===== config.mk =====
export PLATFORM = sky130hd
export DESIGN_NAME = spi_slave_regfile_flat
export DESIGN_NICKNAME = d
export VERILOG_FILES = /design/src/rtl/spi_pkg.sv /design/src/rtl/spi_slave_regfile_if.sv /design/src/rtl/spi_sync_edge.sv /design/src/rtl/spi_slave_regfile.sv /design/src/flat_wrapper.sv
export SDC_FILE = /design/constraint.sdc
export NUM_CORES = 1
export LEC_CHECK = 0
export ABC_CLOCK_PERIOD_IN_PS = 2500
export BUFFER_PORTS_ARGS = -buffer_cell sky130_fd_sc_hd__buf_2
export CORE_AREA = 4 4 128 130
export CTS_CLUSTER_DIAMETER = 80
export DETAILED_ROUTE_END_ITERATION = 10
export DIE_AREA = 0 0 132 134
export PLACE_DENSITY = 0.78
export SYNTH_ARGS = -nofsm -noshare
export SYNTH_HDL_FRONTEND = slang
export SYNTH_SLANG_ARGS = --single-unit
export TNS_END_PERCENT = 10

===== constraint.sdc =====
create_clock -name clk -period 2.5 [get_ports clk]
set_clock_uncertainty 0.1 [all_clocks]
set_input_delay 0.25 -clock clk [delete_from_list [all_inputs] [get_ports clk]]
set_output_delay 0.25 -clock clk [all_outputs]
set_load 0.02 [all_outputs]

===== src/rtl/spi_pkg.sv =====
// Shared definitions for the SPI responder: frame field widths, FSM state
// encoding and command-bit values.
package spi_pkg;

  localparam int unsigned DWIDTH = 8;
  localparam int unsigned AWIDTH = 4;

  typedef enum logic [2:0] {
    IDLE = 3'd0,
    CMD  = 3'd1,
    ADDR = 3'd2,
    DATA = 3'd3,
    DONE = 3'd4
  } spi_slv_state_t;

  localparam logic SPI_CMD_READ  = 1'b1;
  localparam logic SPI_CMD_WRITE = 1'b0;

endpackage


===== src/rtl/spi_slave_regfile_if.sv =====
// SPI pin bundle between a master and the clock-domain responder.
//   sck, mosi, ss_n : driven by the master
//   miso, miso_oe   : driven by the responder (miso_oe marks active drive)
interface spi_slave_regfile_if;

  logic sck;
  logic mosi;
  logic ss_n;
  logic miso;
  logic miso_oe;

  modport master (output sck, mosi, ss_n, input miso, miso_oe);
  modport slave  (input sck, mosi, ss_n, output miso, miso_oe);

endinterface


===== src/rtl/spi_sync_edge.sv =====
// Multi-flop synchronizer with rise/fall detection on the synchronized level.
//   clk, rst_n : system clock, async active-low reset (chain clears to 0)
//   d          : asynchronous input
//   q          : synchronized level
//   rise, fall : single-cycle pulses on synchronized transitions
module spi_sync_edge #(
  parameter int unsigned STAGES = 2
) (
  input  logic clk,
  input  logic rst_n,
  input  logic d,
  output logic q,
  output logic rise,
  output logic fall
);

  logic [STAGES-1:0] chain;
  logic              q_d;

  // Clearing to 0 means a select held low through reset never looks like a
  // fresh falling edge, so a frame cut by reset cannot restart mid-way.
  always_ff @(posedge clk or negedge rst_n) begin
    if (!rst_n) begin
      chain <= '0;
      q_d   <= 1'b0;
    end else begin
      chain <= {chain[STAGES-2:0], d};
      q_d   <= chain[STAGES-1];
    end
  end

  assign q    = chain[STAGES-1];
  assign rise = q & ~q_d;
  assign fall = ~q & q_d;

endmodule


===== src/rtl/spi_slave_regfile.sv =====
// SPI responder running entirely on clk. Oversamples the SPI pins, decodes
// {cmd, addr, data} frames MSB first, writes or reads a local register file.
//   clk, rst_n          : system clock, async active-low reset
//   driver_cfg          : {CPOL, CPHA}, static while ss_n is low
//   spi                 : SPI pins (slave modport)
//   wr_strobe           : one-cycle pulse on write commit
//   wr_addr, wr_data    : last committed write
//   frame_err           : one-cycle pulse when ss_n rises mid-frame
//   busy                : frame in progress
//   loc_addr, loc_data  : combinational local read port
module spi_slave_regfile
  import spi_pkg::*;
#(
  parameter int unsigned SYNC_STAGES = 2
) (
  input  logic               clk,
  input  logic               rst_n,
  input  logic [1:0]         driver_cfg,
  spi_slave_regfile_if.slave spi,
  output logic               wr_strobe,
  output logic [AWIDTH-1:0]  wr_addr,
  output logic [DWIDTH-1:0]  wr_data,
  output logic               frame_err,
  output logic               busy,
  input  logic [AWIDTH-1:0]  loc_addr,
  output logic [DWIDTH-1:0]  loc_data
);

  localparam int unsigned NREGS = 2 ** AWIDTH;
  localparam int unsigned MAXW  = (AWIDTH > DWIDTH) ? AWIDTH : DWIDTH;
  localparam int unsigned CNT_W = (MAXW > 1) ? $clog2(MAXW) : 1;
  localparam logic [CNT_W-1:0] ADDR_LAST = CNT_W'(AWIDTH - 1);
  localparam logic [CNT_W-1:0] DATA_LAST = CNT_W'(DWIDTH - 1);

  logic sck_q, sck_rise, sck_fall;
  logic ss_q, ss_rise, ss_fall;
  logic [SYNC_STAGES-1:0] mosi_chain;
  logic mosi_s;

  spi_sync_edge #(.STAGES(SYNC_STAGES)) u_sck_sync (
    .clk  (clk),
    .rst_n(rst_n),
    .d    (spi.sck),
    .q    (sck_q),
    .rise (sck_rise),
    .fall (sck_fall)
  );

  spi_sync_edge #(.STAGES(SYNC_STAGES)) u_ss_sync (
    .clk  (clk),
    .rst_n(rst_n),
    .d    (spi.ss_n),
    .q    (ss_q),
    .rise (ss_rise),
    .fall (ss_fall)
  );

  // mosi only needs its level; it shares the sck chain depth so both line up.
  always_ff @(posedge clk or negedge rst_n) begin
    if (!rst_n) begin
      mosi_chain <= '0;
    end else begin
      mosi_chain <= {mosi_chain[SYNC_STAGES-2:0], spi.mosi};
    end
  end
  assign mosi_s = mosi_chain[SYNC_STAGES-1];

  // An edge is leading when sck has just moved away from its idle level.
  logic cpol, cpha, sck_edge, lead_edge, trail_edge, sample_edge, shift_edge;
  assign cpol        = driver_cfg[1];
  assign cpha        = driver_cfg[0];
  assign sck_edge    = sck_rise | sck_fall;
  assign lead_edge   = sck_edge & (sck_q ^ cpol);
  assign trail_edge  = sck_edge & ~(sck_q ^ cpol);
  assign sample_edge = cpha ? trail_edge : lead_edge;
  assign shift_edge  = cpha ? lead_edge : trail_edge;

  spi_slv_state_t    state;
  logic [CNT_W-1:0]  cnt;
  logic              cmd;
  logic [AWIDTH-1:0] addr_sr;
  logic [DWIDTH-1:0] rx_sr;
  logic [DWIDTH-1:0] tx_sr;
  logic              tx_bit;
  logic              drive;
  logic [DWIDTH-1:0] regs [NREGS];

  logic [AWIDTH-1:0] addr_next;
  logic [DWIDTH-1:0] data_next;
  logic              in_frame;
  assign addr_next = AWIDTH'({addr_sr, mosi_s});
  assign data_next = DWIDTH'({rx_sr, mosi_s});
  assign in_frame  = (state == CMD) || (state == ADDR) || (state == DATA);

  // Frame decoder, register file and registered status outputs.
  always_ff @(posedge clk or negedge rst_n) begin
    if (!rst_n) begin
      state     <= IDLE;
      cnt       <= '0;
      cmd       <= SPI_CMD_WRITE;
      addr_sr   <= '0;
      rx_sr     <= '0;
      tx_sr     <= '0;
      tx_bit    <= 1'b0;
      drive     <= 1'b0;
      wr_strobe <= 1'b0;
      wr_addr   <= '0;
      wr_data   <= '0;
      frame_err <= 1'b0;
      busy      <= 1'b0;
      regs      <= '{default: '0};
    end else begin
      wr_strobe <= 1'b0;
      frame_err <= 1'b0;
      if (in_frame && ss_rise) begin
        // Early deselect: abort without committing anything.
        state     <= IDLE;
        frame_err <= 1'b1;
        drive     <= 1'b0;
        tx_bit    <= 1'b0;
        busy      <= 1'b0;
      end else begin
        case (state)
          IDLE: begin
            if (ss_fall) begin
              state <= CMD;
              cnt   <= '0;
              busy  <= 1'b1;
            end
          end
          CMD: begin
            if (sample_edge) begin
              cmd   <= mosi_s;
              cnt   <= '0;
              state <= ADDR;
            end
          end
          ADDR: begin
            if (sample_edge) begin
              addr_sr <= addr_next;
              if (cnt == ADDR_LAST) begin
                cnt   <= '0;
                state <= DATA;
                if (cmd == SPI_CMD_READ) begin
                  tx_sr <= regs[addr_next];
                end
              end else begin
                cnt <= cnt + CNT_W'(1);
              end
            end
          end
          DATA: begin
            if ((cmd == SPI_CMD_READ) && shift_edge) begin
              tx_bit <= tx_sr[DWIDTH-1];
              tx_sr  <= tx_sr << 1;
              drive  <= 1'b1;
            end
            if (sample_edge) begin
              rx_sr <= data_next;
              if (cnt == DATA_LAST) begin
                state <= DONE;
                if (cmd == SPI_CMD_WRITE) begin
                  regs[addr_sr] <= data_next;
                  wr_addr       <= addr_sr;
                  wr_data       <= data_next;
                  wr_strobe     <= 1'b1;
                end
              end else begin
                cnt <= cnt + CNT_W'(1);
              end
            end
          end
          DONE: begin
            // miso keeps the last bit until deselect.
            if (ss_q) begin
              state  <= IDLE;
              drive  <= 1'b0;
              tx_bit <= 1'b0;
              busy   <= 1'b0;
            end
          end
          default: state <= IDLE;
        endcase
      end
    end
  end

  // Pin output stage; miso is forced low whenever it is not driven.
  always_ff @(posedge clk or negedge rst_n) begin
    if (!rst_n) begin
      spi.miso    <= 1'b0;
      spi.miso_oe <= 1'b0;
    end else begin
      spi.miso    <= drive & tx_bit;
      spi.miso_oe <= drive;
    end
  end

  assign loc_data = regs[loc_addr];

endmodule


===== src/flat_wrapper.sv =====
// flat-port wrapper written by rule: the top's interface ports become plain ports
module spi_slave_regfile_flat import spi_pkg::*;
#(
  parameter int unsigned SYNC_STAGES = 2
)
  (clk, rst_n, driver_cfg, wr_strobe, wr_addr, wr_data, frame_err, busy, loc_addr, loc_data, spi_sck, spi_mosi, spi_ss_n, spi_miso, spi_miso_oe);
  spi_slave_regfile_if spi_i ();
  input  logic clk;
  input  logic rst_n;
  input  logic [1:0] driver_cfg;
  output logic wr_strobe;
  output logic [AWIDTH-1:0] wr_addr;
  output logic [DWIDTH-1:0] wr_data;
  output logic frame_err;
  output logic busy;
  input  logic [AWIDTH-1:0] loc_addr;
  output logic [DWIDTH-1:0] loc_data;
  input wire logic [$bits(spi_i.sck)-1:0] spi_sck;
  input wire logic [$bits(spi_i.mosi)-1:0] spi_mosi;
  input wire logic [$bits(spi_i.ss_n)-1:0] spi_ss_n;
  output wire logic [$bits(spi_i.miso)-1:0] spi_miso;
  output wire logic [$bits(spi_i.miso_oe)-1:0] spi_miso_oe;
  assign spi_i.sck = spi_sck;
  assign spi_i.mosi = spi_mosi;
  assign spi_i.ss_n = spi_ss_n;
  assign spi_miso = spi_i.miso;
  assign spi_miso_oe = spi_i.miso_oe;
  spi_slave_regfile #(.SYNC_STAGES(SYNC_STAGES)) u_core (.clk(clk), .rst_n(rst_n), .driver_cfg(driver_cfg), .spi(spi_i), .wr_strobe(wr_strobe), .wr_addr(wr_addr), .wr_data(wr_data), .frame_err(frame_err), .busy(busy), .loc_addr(loc_addr), .loc_data(loc_data));
endmodule

## After elaboration in Yosys (flattened, before gate mapping)

Cells that the tools add are included.

| operators by class | value |
|---|---|
| shift operators | 0 |
| $lt $le $gt $ge | 4 |
| muxes and demuxes | 48 |
| reduce and logical (&&, ||, !) cells | 19 |
| equal/unequal tests | 22 |
| $add $sub $neg | 1 |
| divide/modulo/power cells | 0 |
| bitwise logic cells | 19 |
| multipliers | 0 |

Operators with widths:

| cell | number |
|---|---|
| $bwmux W128 | 1 |
| $mux W8 | 9 |
| $bmux W8 S4 | 2 |
| $mux W3 | 14 |
| $demux W8 S4 | 1 |
| $pmux W8 S2 | 1 |
| $ge A5 B5 Y1 const B | 3 |
| $mux W1 | 15 |
| $not A4 Y5 | 3 |
| $pmux W3 S5 | 1 |
| $reduce_and A3 Y1 | 5 |
| $reduce_and A7 Y1 | 2 |
| $ne A3 B2 Y1 const B | 4 |
| $pmux W3 S4 | 1 |
| $ne A2 B1 Y1 const B | 5 |
| $eq A3 B2 Y1 const B | 3 |
| $ne A3 B3 Y1 const B | 3 |
| $and A1 B1 Y1 | 7 |
| $not A1 Y1 | 7 |
| $eq A3 B3 Y1 const B | 2 |
| $ne A2 B2 Y1 const B | 3 |
| $pmux W1 S2 | 3 |
| $reduce_and A6 Y1 | 1 |
| $reduce_bool A3 Y1 | 2 |
| other kinds (12) | 15 |

| word-level totals | value |
|---|---|
| register bits | 181 |
| RAM bits | 0 |
| output and inout port bits | 25 |
| memories kept | 0 |
| ROM bits | 0 |
| input bits | 11 |
| bits in latches | 0 |
| logic and storage cells | 149 |

## Logic depth before layout (Yosys ltp)

| logic depth | value |
|---|---|
| depth after elaboration | 9 |
| gate-level depth with buffers | 9 |
| depth with buffers taken out | 7 |

## By module

A second synthesis with hierarchy kept.

| second synthesis, totals | value |
|---|---|
| cell total of the unflattened synthesis | 606 |
| area, all modules | 9275.1 um2 |

Modules (own cells, without submodules):

| module | cells an instance | seq. area each (um2) | times used | area each (um2) |
|---|---|---|---|---|
| spi_slave_regfile | 596 | 4379.2 | 1 | 9095.0 |
| spi_sync_edge | 5 | 75.1 | 2 | 90.1 |

## Least setup slack after synthesis

OpenSTA, ideal clock, no wires.

| path | value |
|---|---|
| path type | input-to-reg |
| start | input port driver_cfg[1] |
| end | register u_core.regs[56] in the netlist's numbering |
| arrival | 2.079 ns |
| library setup time | 0.125 ns |
| required time | 2.275 ns |
| stages on the path | 7 |
| slack | 0.196 ns |
| path buffers | 2 |
| cells stage by stage | xnor2_1 -> mux2i_2 -> nand4b_1 -> buf_6 -> buf_6 -> nor3_4 -> mux2_2 |

| on the way | value |
|---|---|
| word-level cells in the longest chain between the ends | 5 |
| elaborated cells between the ends (all ways) | 6 |
| classes of those cells | mux: 1; bitwise: 4; reduce/logical: 1 |

RTL lines:

| what | RTL line | text |
|---|---|---|
| start: declaration | flat_wrapper.sv:10 | `input logic [1:0] driver_cfg;` |
| $xor A1 B1 Y1 * | spi_slave_regfile.sv:73, spi_slave_regfile.sv:74 |  |
| $not A1 Y1 | spi_slave_regfile.sv:74 | `assign trail_edge = sck_edge & ~(sck_q ^ cpol);` |
| $and A1 B1 Y1 | spi_slave_regfile.sv:74 |  |
| $mux W1 * | spi_slave_regfile.sv:75 | `assign sample_edge = cpha ? trail_edge : lead_edge;` |
| $reduce_and A5 Y1 (no source line) * | -- |  |
| end signal: indexed assignment | spi_slave_regfile.sv:163 | `regs[addr_sr] <= data_next;` |
| end: declaration | spi_slave_regfile.sv:86 | `logic [DWIDTH-1:0] regs [NREGS];` |

Mark *: on every way between the ends. The rest lies on a longest branch, timed or not.
A chain may end at the register's enable or synchronous reset.

## Final worst setup path

| path | value |
|---|---|
| start | register u_core.cnt[0] |
| end | register u_core.regs[126] in the netlist's numbering |

| on the way | value |
|---|---|
| word-level cells in the longest chain between the ends | 2 |

RTL lines:

| what | RTL line | text |
|---|---|---|
| start: declaration | spi_slave_regfile.sv:79 | `logic [CNT_W-1:0] cnt;` |
| start signal: assignment | spi_slave_regfile.sv:148 | `cnt <= cnt + CNT_W'(1);` |
| start signal: assignment | spi_slave_regfile.sv:169 | `cnt <= cnt + CNT_W'(1);` |
| $eq A3 B3 Y1 | spi_slave_regfile.sv:160 | `if (cnt == DATA_LAST) begin` |
| $reduce_and A5 Y1 (no source line) | -- |  |

No other way between the ends.

==> metrics.log <==
[metrics] Post-Route Hold Slack: 0.2381 ns
[metrics] Int Power: 5.125 mW
[metrics] worst min-delay path class: input port to asynchronous set/reset pin
[metrics] setup slack after layout: between 0.1 and 0.15 ns
[metrics] initial core utilization: 61.01%
[metrics] remaining global-route overflow: 0
[metrics] maximum fanout count along the critical path: 11
[metrics] run status: finished, final reports clean
[metrics] first element of the critical path: u_core.cnt[0]$_DFFE_PN0P_
[metrics] antenna violations before repair: 0
[metrics] final RePlAce weighted congestion: 0.8746
[metrics] net switching power: 2.570 mW
[metrics] Setup violations, final: 0
[metrics] H-Tree Level Count: 4
[metrics] maximum number of pins on one net before global-route repair: 56
[metrics] first-pass GRT wire length: 35,200 um
[metrics] routed vias/inst: 6.640
[metrics] DRT iter0 DRCs: 631
[metrics] sum of internal, switching and leakage power: ~7.7 mW
[metrics] number of buffers added on ports: 35
[metrics] number of primary I/O pins: 36
[metrics] Slew Viols, Final: 0
[metrics] clock share of power: roughly a third
[metrics] cell area after synthesis: roughly 0.0092 mm2
[metrics] CTS max path bufs: 2
[metrics] max-cap violation count: 0
[metrics] final core utilization: 70.11%
[metrics] Die Width: 132 um
[metrics] Die ar.: between 0.015 and 0.02 mm2
[metrics] source-to-sink clock delay at the later pin of the worst-skew pair: 0.43 ns
[metrics] worst-case vdd ir drop: 0.5368 mV
[metrics] TritonCTS clock tree: built
[metrics] cell at the root of the clock tree: sky130_fd_sc_hd__clkbuf_16
[metrics] core area: 0.01515 mm2
[metrics] R2R Path Start: u_core.cnt[0]$_DFFE_PN0P_
[metrics] final antenna-violating net count: 0
[metrics] Worst EP arrival: roughly 2.6 ns
[metrics] max_slew headroom: 55.14%
[metrics] worst setup timing slack at the placement stage: -0.04750 ns
[metrics] summed negative setup slack over all endpoints: 0 ns
[metrics] number of different library cells in the post-synthesis netlist: 49
[metrics] sequential area share after synthesis: 49.02%
[metrics] number of rows created at floorplan: 45
[metrics] post-synthesis to final-layout area growth: 14.92%
[metrics] wire per inst: 24.47 um
[metrics] Detailed Route WL: 21,680 um
[metrics] share of final-layout standard cells stronger than drive strength 1: approximately 53%
[metrics] Synth async-reset ratio: 100.0%
[metrics] post-CTS clock slew at the launch and capture registers of the worst setup and hold paths: 0.07 ns
[metrics] Sink Count: between 150 and 200
[metrics] most used cells in the layout excluding fill and tap cells: 180 x sky130_fd_sc_hd__dfrtp_1, 154 x sky130_fd_sc_hd__mux2_2, 68 x sky130_fd_sc_hd__mux4_2
[metrics] via count of the first global-routing pass: 6,306
[metrics] register share of total power: 46.4%
[metrics] die boundary height: 134 um
[metrics] post-detail-place hpwl: approximately 15,000 um
[metrics] all-layer global routing usage: about a quarter
[metrics] Net count, final: 700
[metrics] most frequent standard cell in the layout excluding fill and tap cells: sky130_fd_sc_hd__dfrtp_1
[metrics] crit path capture type: register
[metrics] number of enable flip-flop cells after synthesis: 0
[metrics] timing-limited maximum frequency: 0.4169 GHz
[metrics] combinational power share: 21.0%
[metrics] critical path class: register to register
[metrics] Synth Net Count: roughly 630
[metrics] Hold Violations, Final: 0
[metrics] number of search-and-repair iterations in the first detailed-routing pass: 4
[metrics] post-route fraction of the period consumed by the critical path: a little over nine tenths
[metrics] total via count in the routed design: 5,883
[metrics] min Tclk post-route: 2.399 ns
[metrics] remaining routing DRC violations: 0
[metrics] leakage power of the design: 5.064 nW
[metrics] CP startpoint kind: register
[metrics] Power Density: about 720 mW/mm2
[metrics] Antenna Cells: 0
[metrics] flops & latches, synth: 181
[metrics] mean cell area of the mapped netlist: 14.93 um2
[metrics] required arrival time at the worst endpoint: 2.72 ns
[metrics] cell count after synthesis: 619
[metrics] slew at the pin closest to its max-slew limit: 0.6728 ns
[metrics] cts bufs inserted: 17
[metrics] switching portion of total power: 33.40%
[metrics] total number of yosys warnings: 0
[metrics] Most used DFF post-synth: sky130_fd_sc_hd__dfrtp_1
## area by class of cell
type                            count  area (um2)
Clock buffer                       19       452.9
Clock inverter                     13       96.34
Fill cell                         955        4527
Inverter                            6       22.52
Multi-Input combinational cell    379        4472
Sequential cell                   181        4531
Tap cell                          188       235.2
Timing Repair Buffer              100       809.5
## flip-flops by register name (all words and copies together), names as in the netlist, 2 cells and up
name	flops
u_core.addr_sr	4
u_core.cnt	3
u_core.mosi_chain	2
u_core.regs	128
u_core.rx_sr	7
u_core.state	3
u_core.tx_sr	8
u_core.u_sck_sync.chain	2
u_core.u_ss_sync.chain	2
u_core.wr_addr	4
u_core.wr_data	8
## cells by family (layout without fill, tap and decap cells)
| group | Yosys count | after routing | synth area share, % |
|---|---|---|---|
| AND/OR/NAND/NOR | 81 | 81 | 6.554 |
| multiplexers | 234 | 234 | 36.71 |
| flip-flops | 181 | 181 | 49.02 |
| buffers and inverters | 59 | 138 | 2.722 |
| XOR/XNOR | 3 | 3 | 0.4333 |
| adder cells (fa/ha/maj) | 4 | 4 | 0.5417 |
| AO/OA/AOI/OAI | 57 | 57 | 4.022 |
## stage by stage
step / cells / instance area, um2
2_1_floorplan: 619 / 9240
3_5_place_dp: 848 / 9985
3_3_place_gp: 848 / 9985
6_report: 886 / 10620
5_1_grt: 886 / 10620
4_1_cts: 884 / 10580
## per-layer routing
layer  up-vias  wire [um]  track usage, %
met5         -          0               0
met4         0        592           9.627
met3        62       1358           5.439
met2       246      10940           42.45
met1      3087       8786           34.77
li1       2488          -               -
## repair_timing
item,4_1_cts,5_1_grt
buffers inserted,0,1
hold buffers,4,0
pin swaps,1,3
resized for setup,1,2
cloned,0,1
hold endpoints to repair,53,0
endpoints found under the setup margin,12,118
## worst paths after layout
| path | endpoint | slack, ns | depth (start not counted) |
|---|---|---|---|
| worst max-delay path | u_core.regs[126]$_DFFE_PN0P_ | 0.10 | 9 |
| worst min-delay path | u_core.cnt[2]$_DFFE_PN0P_ | 0.24 | 2 |
| max in group asynchronous | u_core.regs[118]$_DFFE_PN0P_ | 1.41 | 3 |
| min in group clk | u_core.mosi_chain[1]$_DFF_PN0_ | 0.26 | 0 |
| worst max register to register | u_core.regs[126]$_DFFE_PN0P_ | 0.10 | 9 |
| worst min register to register | u_core.mosi_chain[1]$_DFF_PN0_ | 0.26 | 0 |
## power groups by stage
stage | combinational [mW] | sequential, mW | clock [mW]
final | 1.61 | 3.57 | 2.51
after global routing | 1.76 | 3.61 | 2.68
after CTS | 1.61 | 3.55 | 2.56
after detailed placement | 1.59 | 3.61 | 0
after global placement | 1.54 | 3.58 | 0
after floorplan | 1.29 | 3.31 | 0
## worst max-delay path: stages, from the launching register on
cell                       delay [ns]
sky130_fd_sc_hd__dfrtp_1         0.38
sky130_fd_sc_hd__ha_2            0.22
sky130_fd_sc_hd__ha_1            0.17
sky130_fd_sc_hd__nor3b_2         0.17
sky130_fd_sc_hd__nand4b_1        0.10
sky130_fd_sc_hd__buf_4           0.18
sky130_fd_sc_hd__buf_12          0.16
sky130_fd_sc_hd__nor4_4          0.25
sky130_fd_sc_hd__buf_4           0.21
sky130_fd_sc_hd__mux2_2          0.34
## synth_stat cells (7+ instances only)
| cell type | count | share of area, % |
|---|---|---|
| sky130_fd_sc_hd__dfrtp_1 | 181 | 49 |
| sky130_fd_sc_hd__mux2_2 | 154 | 19 |
| sky130_fd_sc_hd__mux4_2 | 68 | 17 |
| sky130_fd_sc_hd__clkbuf_1 | 27 | 1.1 |
| sky130_fd_sc_hd__a21oi_1 | 24 | 1.3 |
| sky130_fd_sc_hd__nand2_1 | 16 | 0.65 |
| sky130_fd_sc_hd__a22oi_1 | 15 | 1.2 |
| sky130_fd_sc_hd__buf_1 | 14 | 0.57 |
| sky130_fd_sc_hd__nor2_1 | 13 | 0.53 |
| sky130_fd_sc_hd__nand2b_1 | 11 | 0.74 |
| sky130_fd_sc_hd__nor3_4 | 11 | 1.9 |
| sky130_fd_sc_hd__buf_2 | 9 | 0.49 |
| sky130_fd_sc_hd__mux2i_1 | 9 | 0.97 |
| sky130_fd_sc_hd__nor2b_1 | 7 | 0.47 |
Note: power is estimated with default switching activity, not from simulation.
